[config.mk]
export PLATFORM = sky130hd
export DESIGN_NAME = sar_conv_sequencer
export DESIGN_NICKNAME = d
export VERILOG_FILES = /design/src/rtl/sar_pkg.sv /design/src/rtl/sar_avg_acc.sv /design/src/rtl/sar_conv_sequencer.sv
export SDC_FILE = /design/constraint.sdc
export NUM_CORES = 1
export LEC_CHECK = 0
export BUFFER_PORTS_ARGS = -buffer_cell sky130_fd_sc_hd__buf_2
export CAP_MARGIN = 10
export CORE_ASPECT_RATIO = 2
export CORE_MARGIN = 5
export CORE_UTILIZATION = 52
export DETAILED_ROUTE_END_ITERATION = 7
export HOLD_SLACK_MARGIN = 0.08
export PLACE_DENSITY = 0.75
export SLEW_MARGIN = 20
export SYNTH_ARGS = -nofsm -noshare
export SYNTH_HDL_FRONTEND = slang
export SYNTH_HIERARCHICAL = 1
export SYNTH_SLANG_ARGS = --single-unit
export TNS_END_PERCENT = 5
[constraint.sdc]
create_clock -name clk -period 2 [get_ports clk]
set_clock_uncertainty 0.1 [all_clocks]
set_input_delay 0.2 -clock clk [delete_from_list [all_inputs] [get_ports clk]]
set_output_delay 0.2 -clock clk [all_outputs]
set_load 0.03 [all_outputs]
[src/rtl/sar_pkg.sv]
`default_nettype none
// ============================================================================
// sar_pkg -- shared state encoding and parameter limits for the SAR sequencer
// Revision: 1.0
// ============================================================================
package sar_pkg;

  typedef enum logic [1:0] {
    IDLE     = 2'd0,
    START    = 2'd1,
    WAIT_EOC = 2'd2
  } seq_state_t;

  localparam int DATA_W_DEF   = 10;
  localparam int AVG_LOG2_MIN = 0;
  localparam int AVG_LOG2_MAX = 4;

endpackage
`default_nettype wire

[src/rtl/sar_avg_acc.sv]
`default_nettype none
// ============================================================================
// sar_avg_acc -- sums 2^AVG_LOG2 SAR codes and emits the truncated mean
// Revision: 1.0
// ============================================================================
module sar_avg_acc
  import sar_pkg::*;
#(
  parameter int DATA_W   = DATA_W_DEF,
  parameter int AVG_LOG2 = 2
) (
  input  logic              clk,
  input  logic              rst,
  input  logic              clear,
  input  logic              capture,
  input  logic [DATA_W-1:0] sample,
  output logic [DATA_W-1:0] result,
  output logic              done
);

  localparam int ACC_W = DATA_W + AVG_LOG2;
  localparam int CNT_W = AVG_LOG2 + 1;
  localparam logic [CNT_W-1:0] N_SAMPLES = CNT_W'(1 << AVG_LOG2);

  logic [ACC_W-1:0] acc;
  logic [ACC_W-1:0] sum;
  logic [CNT_W-1:0] cnt;
  logic [CNT_W-1:0] cnt_inc;

  // Sum of at most 2^AVG_LOG2 codes always fits in DATA_W+AVG_LOG2 bits.
  assign sum     = acc + ACC_W'(sample);
  assign cnt_inc = cnt + 1'b1;

  always_ff @(posedge clk) begin
    if (!rst) begin
      acc    <= '0;
      cnt    <= '0;
      result <= '0;
      done   <= 1'b0;
    end else begin
      done <= 1'b0;
      if (capture) begin
        if (cnt_inc == N_SAMPLES) begin
          acc    <= '0;
          cnt    <= '0;
          result <= DATA_W'(sum >> AVG_LOG2);
          done   <= 1'b1;
        end else begin
          acc <= sum;
          cnt <= cnt_inc;
        end
      end else if (clear) begin
        acc <= '0;
        cnt <= '0;
      end
    end
  end

endmodule
`default_nettype wire

[src/rtl/sar_conv_sequencer.sv]
`default_nettype none
// ============================================================================
// sar_conv_sequencer -- periodic cnvst, eoc capture, averaging, valid/ready out
// Optional feature macro: SAR_SEQ_TIMEOUT_EN (eoc watchdog).  Revision: 1.0
// ============================================================================
module sar_conv_sequencer
  import sar_pkg::*;
#(
  parameter int DATA_W   = DATA_W_DEF,
  parameter int PERIOD   = 40,
  parameter int CNVST_W  = 2,
  parameter int AVG_LOG2 = 2,
  parameter int TIMEOUT  = 64
) (
  input  logic              clk,
  input  logic              rst,
  input  logic              en,
  output logic              cnvst,
  input  logic [DATA_W-1:0] sar,
  input  logic              eoc,
  output logic [DATA_W-1:0] dout,
  output logic              dout_valid,
  input  logic              dout_ready,
  output logic              overrun,
  output logic              timeout_err
);

  localparam int PCNT_W = $clog2(PERIOD);
  localparam int SCNT_W = $clog2(CNVST_W + 1);
  localparam logic [PCNT_W-1:0] PCNT_MAX  = PCNT_W'(PERIOD - 1);
  localparam logic [SCNT_W-1:0] SCNT_LAST = SCNT_W'(CNVST_W - 1);

  if (CNVST_W < 1 || PERIOD < CNVST_W + 2 || TIMEOUT < 1 ||
      AVG_LOG2 < AVG_LOG2_MIN || AVG_LOG2 > AVG_LOG2_MAX) begin : g_param_check
    $error("sar_conv_sequencer: illegal parameter set");
  end

  seq_state_t        state;
  seq_state_t        state_nxt;
  logic [PCNT_W-1:0] pcnt;
  logic [SCNT_W-1:0] scnt;
  logic              eoc_q;
  logic              eoc_rise;
  logic              acc_clear;
  logic              tmo_expired;
  logic [DATA_W-1:0] res;
  logic              res_done;

  assign eoc_rise = (state == WAIT_EOC) && eoc && !eoc_q;

  always_comb begin
    state_nxt = state;
    acc_clear = 1'b0;
    case (state)
      IDLE: begin
        if (en && pcnt == PCNT_MAX) state_nxt = START;
        else if (!en)               acc_clear = 1'b1;
      end
      START: begin
        if (scnt == SCNT_LAST) state_nxt = WAIT_EOC;
      end
      WAIT_EOC: begin
        if (eoc_rise || tmo_expired) state_nxt = IDLE;
      end
      default: state_nxt = IDLE;
    endcase
  end

  always_ff @(posedge clk) begin
    if (!rst) state <= IDLE;
    else      state <= state_nxt;
  end

  // Period counter restarts on START entry; reset value lets the first start go at once.
  always_ff @(posedge clk) begin
    if (!rst) begin
      cnvst <= 1'b0;
      pcnt  <= PCNT_MAX;
      scnt  <= '0;
      eoc_q <= 1'b0;
    end else begin
      cnvst <= (state_nxt == START);
      eoc_q <= eoc;
      scnt  <= (state == START) ? scnt + 1'b1 : '0;
      if (state_nxt == START && state != START) pcnt <= '0;
      else if (pcnt != PCNT_MAX)                pcnt <= pcnt + 1'b1;
    end
  end

  sar_avg_acc #(
    .DATA_W   (DATA_W),
    .AVG_LOG2 (AVG_LOG2)
  ) u_avg (
    .clk     (clk),
    .rst     (rst),
    .clear   (acc_clear),
    .capture (eoc_rise),
    .sample  (sar),
    .result  (res),
    .done    (res_done)
  );

  always_ff @(posedge clk) begin
    if (!rst) begin
      dout       <= '0;
      dout_valid <= 1'b0;
      overrun    <= 1'b0;
    end else if (res_done) begin
      if (!dout_valid || dout_ready) begin
        dout       <= res;
        dout_valid <= 1'b1;
      end else begin
        overrun <= 1'b1;
      end
    end else if (dout_valid && dout_ready) begin
      dout_valid <= 1'b0;
    end
  end

`ifdef SAR_SEQ_TIMEOUT_EN
  localparam int TCNT_W = $clog2(TIMEOUT + 1);
  localparam logic [TCNT_W-1:0] TCNT_LAST = TCNT_W'(TIMEOUT - 1);

  logic [TCNT_W-1:0] tcnt;
  logic              timeout_q;

  always_ff @(posedge clk) begin
    if (!rst) begin
      tcnt      <= '0;
      timeout_q <= 1'b0;
    end else begin
      tcnt <= (state == WAIT_EOC) ? tcnt + 1'b1 : '0;
      if (tmo_expired && !eoc_rise) timeout_q <= 1'b1;
    end
  end

  assign tmo_expired = (state == WAIT_EOC) && (tcnt == TCNT_LAST);
  assign timeout_err = timeout_q;
`else
  assign tmo_expired = 1'b0;
  assign timeout_err = 1'b0;
`endif

endmodule
`default_nettype wire

Yosys cells after proc, flatten, opt, wreduce, memory -nomap -nowiden
Index checks and enable logic that the tools add are counted.

word-level totals
  word-level logic and storage cells = 66
  input bits = 15
  register bits after elaboration = 50
  output and inout port bits = 14

cells by class
  equality and inequality tests = 9
  reduce and logical (&&, ||, !) cells = 19
  bitwise operators = 2
  mux-type cells = 19
  add/subtract/negate cells = 4

operator list
  operator                                                                 number
  12-bit 2-to-1 mux                                                        3
  12-bit by 10-bit adder with 12-bit output                                1
  6-bit 2-to-1 mux                                                         2
  2-bit AND reduction                                                      6
  3-bit 2-to-1 mux                                                         3
  1-bit 2-to-1 mux                                                         7
  6-bit by 1-bit adder with 6-bit output, second input constant            1
  2-bit by 1-bit equality test with 1-bit output, second input constant    3
  6-bit equality test, second input constant                               1
  2-bit 2-to-1 mux                                                         3
  6-bit inequality test, second input constant                             1
  2-bit one-hot mux with 3 select lines                                    1
  2-bit nonzero test                                                       3
  1-bit logical AND                                                        5
  3-bit by 1-bit adder with 3-bit output, second input constant            1
  3-bit equality test, second input constant                               1
  2-bit by 1-bit adder with 2-bit output, second input constant            1
  2-bit equality test, second input constant                               1
  1-bit logical NOT                                                        2
  2-bit logical NOT                                                        1
  2-bit by 1-bit inequality test with 1-bit output, second input constant  1
  2-bit inequality test, second input constant                             1
  1-bit NOT                                                                2
  2-bit OR reduction                                                       1
  1-bit logical OR                                                         1

Longest topological paths before layout
  depth after elaboration = 8
  depth in mapped cells = 8
  gate-level depth less buffers = 8

Hierarchy
Netlist, hierarchy kept.

by module, submodules not included
  module              cells an instance  sequential area each (µm²)  area an instance (µm²)  instances
  sar_avg_acc         195                520.5                       1594.0                  1
  sar_conv_sequencer  113                480.5                       975.9                   1

Worst setup path before layout
OpenSTA, ideal clock, no wires.

  path type = register to register
  start point = register eoc_q
  end point = register u_avg.acc[7]
  stages on the path, launching flop included = 7
  data required time = 1.838 ns
  library setup time = 0.062 ns
  clock period less this slack = 2.064 ns
  setup slack = -0.064 ns
  buffers on the path = 0
  arrival time = 1.901 ns
  cell sequence = dfxtp_1 -> nand2b_1 -> nor3b_1 -> a21boi_0 -> nand3_1 -> or3_1 -> nand3_1

between the ends
  longest elaborated chain between the ends = 3
  elaborated cells on any way between the ends = 4
  those cells by class = 1 x mux; 3 x reduce/logical

RTL lines
  element                                                         line                      source
  start: declaration                                              sar_conv_sequencer.sv:42  logic eoc_q;
  start signal: assignment                                        sar_conv_sequencer.sv:83  eoc_q <= eoc;
  1-bit logical NOT (*)                                           sar_conv_sequencer.sv:49  assign eoc_rise = (state == WAIT_EOC) && eoc && !eoc_q;
  1-bit logical AND (*)                                           sar_conv_sequencer.sv:49
  via eoc_rise                                                    sar_conv_sequencer.sv:43  logic eoc_rise;
  12-bit 2-to-1 mux / 2-bit nonzero test (equally long branches)  --
  end signal: assignment                                          sar_avg_acc.sv:49         acc <= sum;
  end: declaration                                                sar_avg_acc.sv:25         logic [ACC_W-1:0] acc;

Mark *: on every way through the listed nets, which the timed path passes. The rest lies on a longest branch.
A chain may end at the register's enable or synchronous reset.

Worst setup path in the final report
  start point = register u_avg.acc[3]
  end point = register u_avg.acc[11]

between the ends
  longest elaborated chain between the ends = 3

RTL lines
  element                                    line               source
  12-bit by 10-bit adder with 12-bit output  sar_avg_acc.sv:31  assign sum = acc + ACC_W'(sample);
  12-bit 2-to-1 mux                          sar_avg_acc.sv:43  if (cnt_inc == N_SAMPLES) begin
  12-bit 2-to-1 mux                          sar_avg_acc.sv:42  if (capture) begin

No other way between the ends.

==> run metrics <==
status=complete, but fails checks; failing checks=setup timing; Boundary Pins=29; starting density of the core=between 50 and 60%; antenna violations before repair=0; slowest stage delay, CP=0.53 ns; Synth area leader=dfxtp_1; Num CTS Buffers=5; Post-Route WL=between 6000 and 7000 microns; vias in the first global route=2394; Post-Synth Adder-Cell Area=7.595%; slowest CP cell=or4_1; worst reg2reg endpoint=u_avg/acc[11]; WL/cell=15.95 microns; fin crit share=100.8%; crit end category=register; Crit Path Max Fanout=3; nets=around 390; EDFF count, synth=0; ANT cells=0; DRT antenna net count=0; syn nets=around 340; H-tree lvl count=2; die width=approximately 60 microns; type of origin of the critical path=register; Synth Warn #=6; fin. max-slew vios=0; worst slack, placed=-0.1473 ns; Area growth syn-to-layout=23.76%; crit-path cells=ha_4 -> and2_4 -> a221oi_4 -> a211oi_2 -> or4_1 -> a31oi_1; global-route wire length before repair=between 10000 and 15000 microns; share of the synthesized area in the top cell type=between 30% and 40%; half-perimeter wire length after placement=approximately 4800 microns; register area share after synthesis=38.95%; number of synthesized register bits=50; Hold Path Cell Cnt=4; vias=~2400; Max Cap Viol=0; most common cell after layout, fill and taps aside=dfxtp_1; Synth Area in Simple Gates=about 23%; Hold EP=state[1]; most frequent cells in the layout=dfxtp_1 (47), nand3_1 (29), a21oi_1 (29); DRT iter0 DRCs=just under 100; CTS Buffer Depth=2; Buffers on Ports=27; worst reg2reg startpoint=u_avg/acc[3]; DR DRC count=0; Worst Reg-to-Reg Cells=6; Worst-path clk slew=~0.090 ns; Avg Inst Size Synth=roughly 8.3 sq um; fin crit period=~2.0 ns; GP Congestion=just under 0.9; Core Box Area=just under 5000 sq um; P per Cell Area=785.2 nW/um^2; CTS tree=built; Hold Crit Start=eoc; Syn Std Cell Area=between 2000 and 3000 sq um; CP Buf/Inv Count=0; mux cell area share after synthesis=approximately 1.2%; Mapped Cells=roughly 300; grt total ovfl=0; RSZ-0062 raised after global routing=yes; fill count=429; Crit path max-delay family=simple AND/OR/NAND/NOR gates; post-synthesis xor/xnor area fraction=~1.7%; slew at the pin with the worst max-slew slack=between 0.6 and 0.7 ns; worst endpoint required time=2.15 ns; Total Routing Usage GR=approximately a fifth; largest cells by area after synthesis=dfxtp_1 (39%), ha_1 (6.8%), a21oi_1 (6.0%); setup ws final=-0.01518 ns; Final Hold Fails=0; largest family of logic cells by synthesized area=simple AND/OR/NAND/NOR gates; chip height=about 110 microns; Primary FF master, synth=dfxtp_1; Compound-Gate Fraction of Synth Area=roughly 23%; clk_lat worst skew=0.32 ns; flop2flop setup slack=-0.02 ns; FFs w/ async S/R, synth=0%; share of cells above drive strength 1=between 20% and 30%; Crit Path Class=register to register; Pleak=around 1.3 nW; final setup vio count=1; via-per-instance ratio=about 5.9; # clock sinks=50; Clock Tree Root=clkbuf_8; DR pass1 iterations=4; largest net degree at the start of global routing=22; Worst EP arrival=about 2.2 ns; Hold Crit Class=input pin to register; Synth cell types=57; Worst VDD drop=approximately 0.57 mV; fin util=65.99%; total die area=~6500 sq um; slew margin rel.=approximately 60%; fmax=roughly 500 MHz; site row count=36
==> worst register-to-register path, cell delays in order (launching register included) <==
cell and delay [ns]:
dfxtp_2 0.37, ha_4 0.20, and2_4 0.17, a221oi_4 0.29, a211oi_2 0.12, or4_1 0.53, a31oi_1 0.18
==> per-stage QoR <==
stage	setup TNS (ns)	instance area, sq um	power, mW	hold slack [ns]	std cells
4_1_cts	-0.006067	3107	2.508	0.1537	412
6_report	-0.01518	3181	2.497	0.1529	413
3_3_place_gp	0	2912	1.598	0.3128	402
2_1_floorplan	0	2575	1.487	0.2217	308
3_5_place_dp	-0.2591	2912	1.610	0.3158	402
5_1_grt	-0.2293	3181	2.601	0.1783	413
==> how the worst max path moves through the flow <==
stage	start	to	cells after the start
2_1_floorplan	u_avg/acc[4]	u_avg/acc[11]	6
3_3_place_gp	u_avg/acc[0]	u_avg/acc[8]	8
3_5_place_dp	u_avg/acc[0]	u_avg/result[6]	8
4_1_cts	u_avg/acc[4]	u_avg/acc[11]	6
5_1_grt	u_avg/acc[3]	u_avg/acc[11]	6
6_report	u_avg/acc[3]	u_avg/acc[11]	6
==> area by class of cell <==
| cell class | instances | area, sq um | area share (%) |
|---|---|---|---|
| flip-flops and latches | 50 | 1005 | 31.59 |
| repair buffers | 56 | 361.6 | 11.37 |
| clock inverters | 2 | 60.06 | 1.888 |
| multi-input cells | 231 | 1559 | 49.02 |
| clock buffers | 6 | 82.58 | 2.596 |
| inverters | 11 | 41.29 | 1.298 |
| well taps | 57 | 71.32 | 2.242 |
==> synthesized netlist by cell type (2+ instances only) <==
master and n:
a2111o_1 2, dfxtp_1 50, xor2_1 3, o211a_1 2
nor2b_1 4, nand3_1 29, o21ai_1 4, nor2_1 23
nor4_1 2, inv_1 10, xnor2_1 2, o211ai_1 6
nand2_1 22, o311ai_1 2, or3_1 4, o21a_1 6
nand2b_1 4, nor3b_1 3, mux2i_1 3, and2_1 3
clkbuf_1 14, a21oi_1 31, a22oi_1 3, and3_1 5
o21ai_0 15, a21o_1 4, ha_1 14, o31ai_1 2
nor3_1 7, o311ai_0 2
==> flip-flops by register name (all words and copies together) (netlist names) <==
register,count
cnvst,1
dout,10
dout_valid,1
eoc_q,1
overrun,1
pcnt,6
scnt,2
state,2
u_avg/acc,12
u_avg/cnt,3
u_avg/done,1
u_avg/result,10
==> per-layer routing <==
| layer | routed length [microns] | part of all wire, % | vias to the layer above | track usage, % |
|---|---|---|---|---|
| li1 | - | - | 1208 | - |
| met1 | 2508 | 38 | 1152 | 22.16 |
| met2 | 3613 | 55 | 50 | 38.24 |
| met3 | 218 | 3.3 | 19 | 3.408 |
| met5 | 0 | 0 | - | 0 |
| met4 | 249 | 3.8 | 0 | 12.20 |
==> power by group <==
part           switching (mW)  leakage [nW]  internal, mW
Clock                   0.355        0.0714         0.533
Combinational           0.275         0.834         0.209
Sequential             0.0615         0.406          1.06
Total                   0.692          1.31          1.81
==> kinds of logic after synthesis <==
| group | after synthesis |
|---|---|
| and+or+nand+nor | 116 |
| AOI/OAI and AO/OA | 91 |
| DFF | 50 |
| buffers and inverters | 27 |
| adders and majority gates | 15 |
| xor gates and xnor gates | 5 |
| muxes | 3 |
| other | 1 |
==> timing repair <==
| action | 4_1_cts | 5_1_grt |
|---|---|---|
| endpoints found under the setup margin | 7 | 13 |
| endpoints found under the hold margin | 2 | 0 |
| resized for setup | 10 | 13 |
| pin swaps | 6 | 12 |
| hold buffers | 2 | 0 |
| buffers inserted | 0 | 1 |
(Power assumes the default switching activity.)
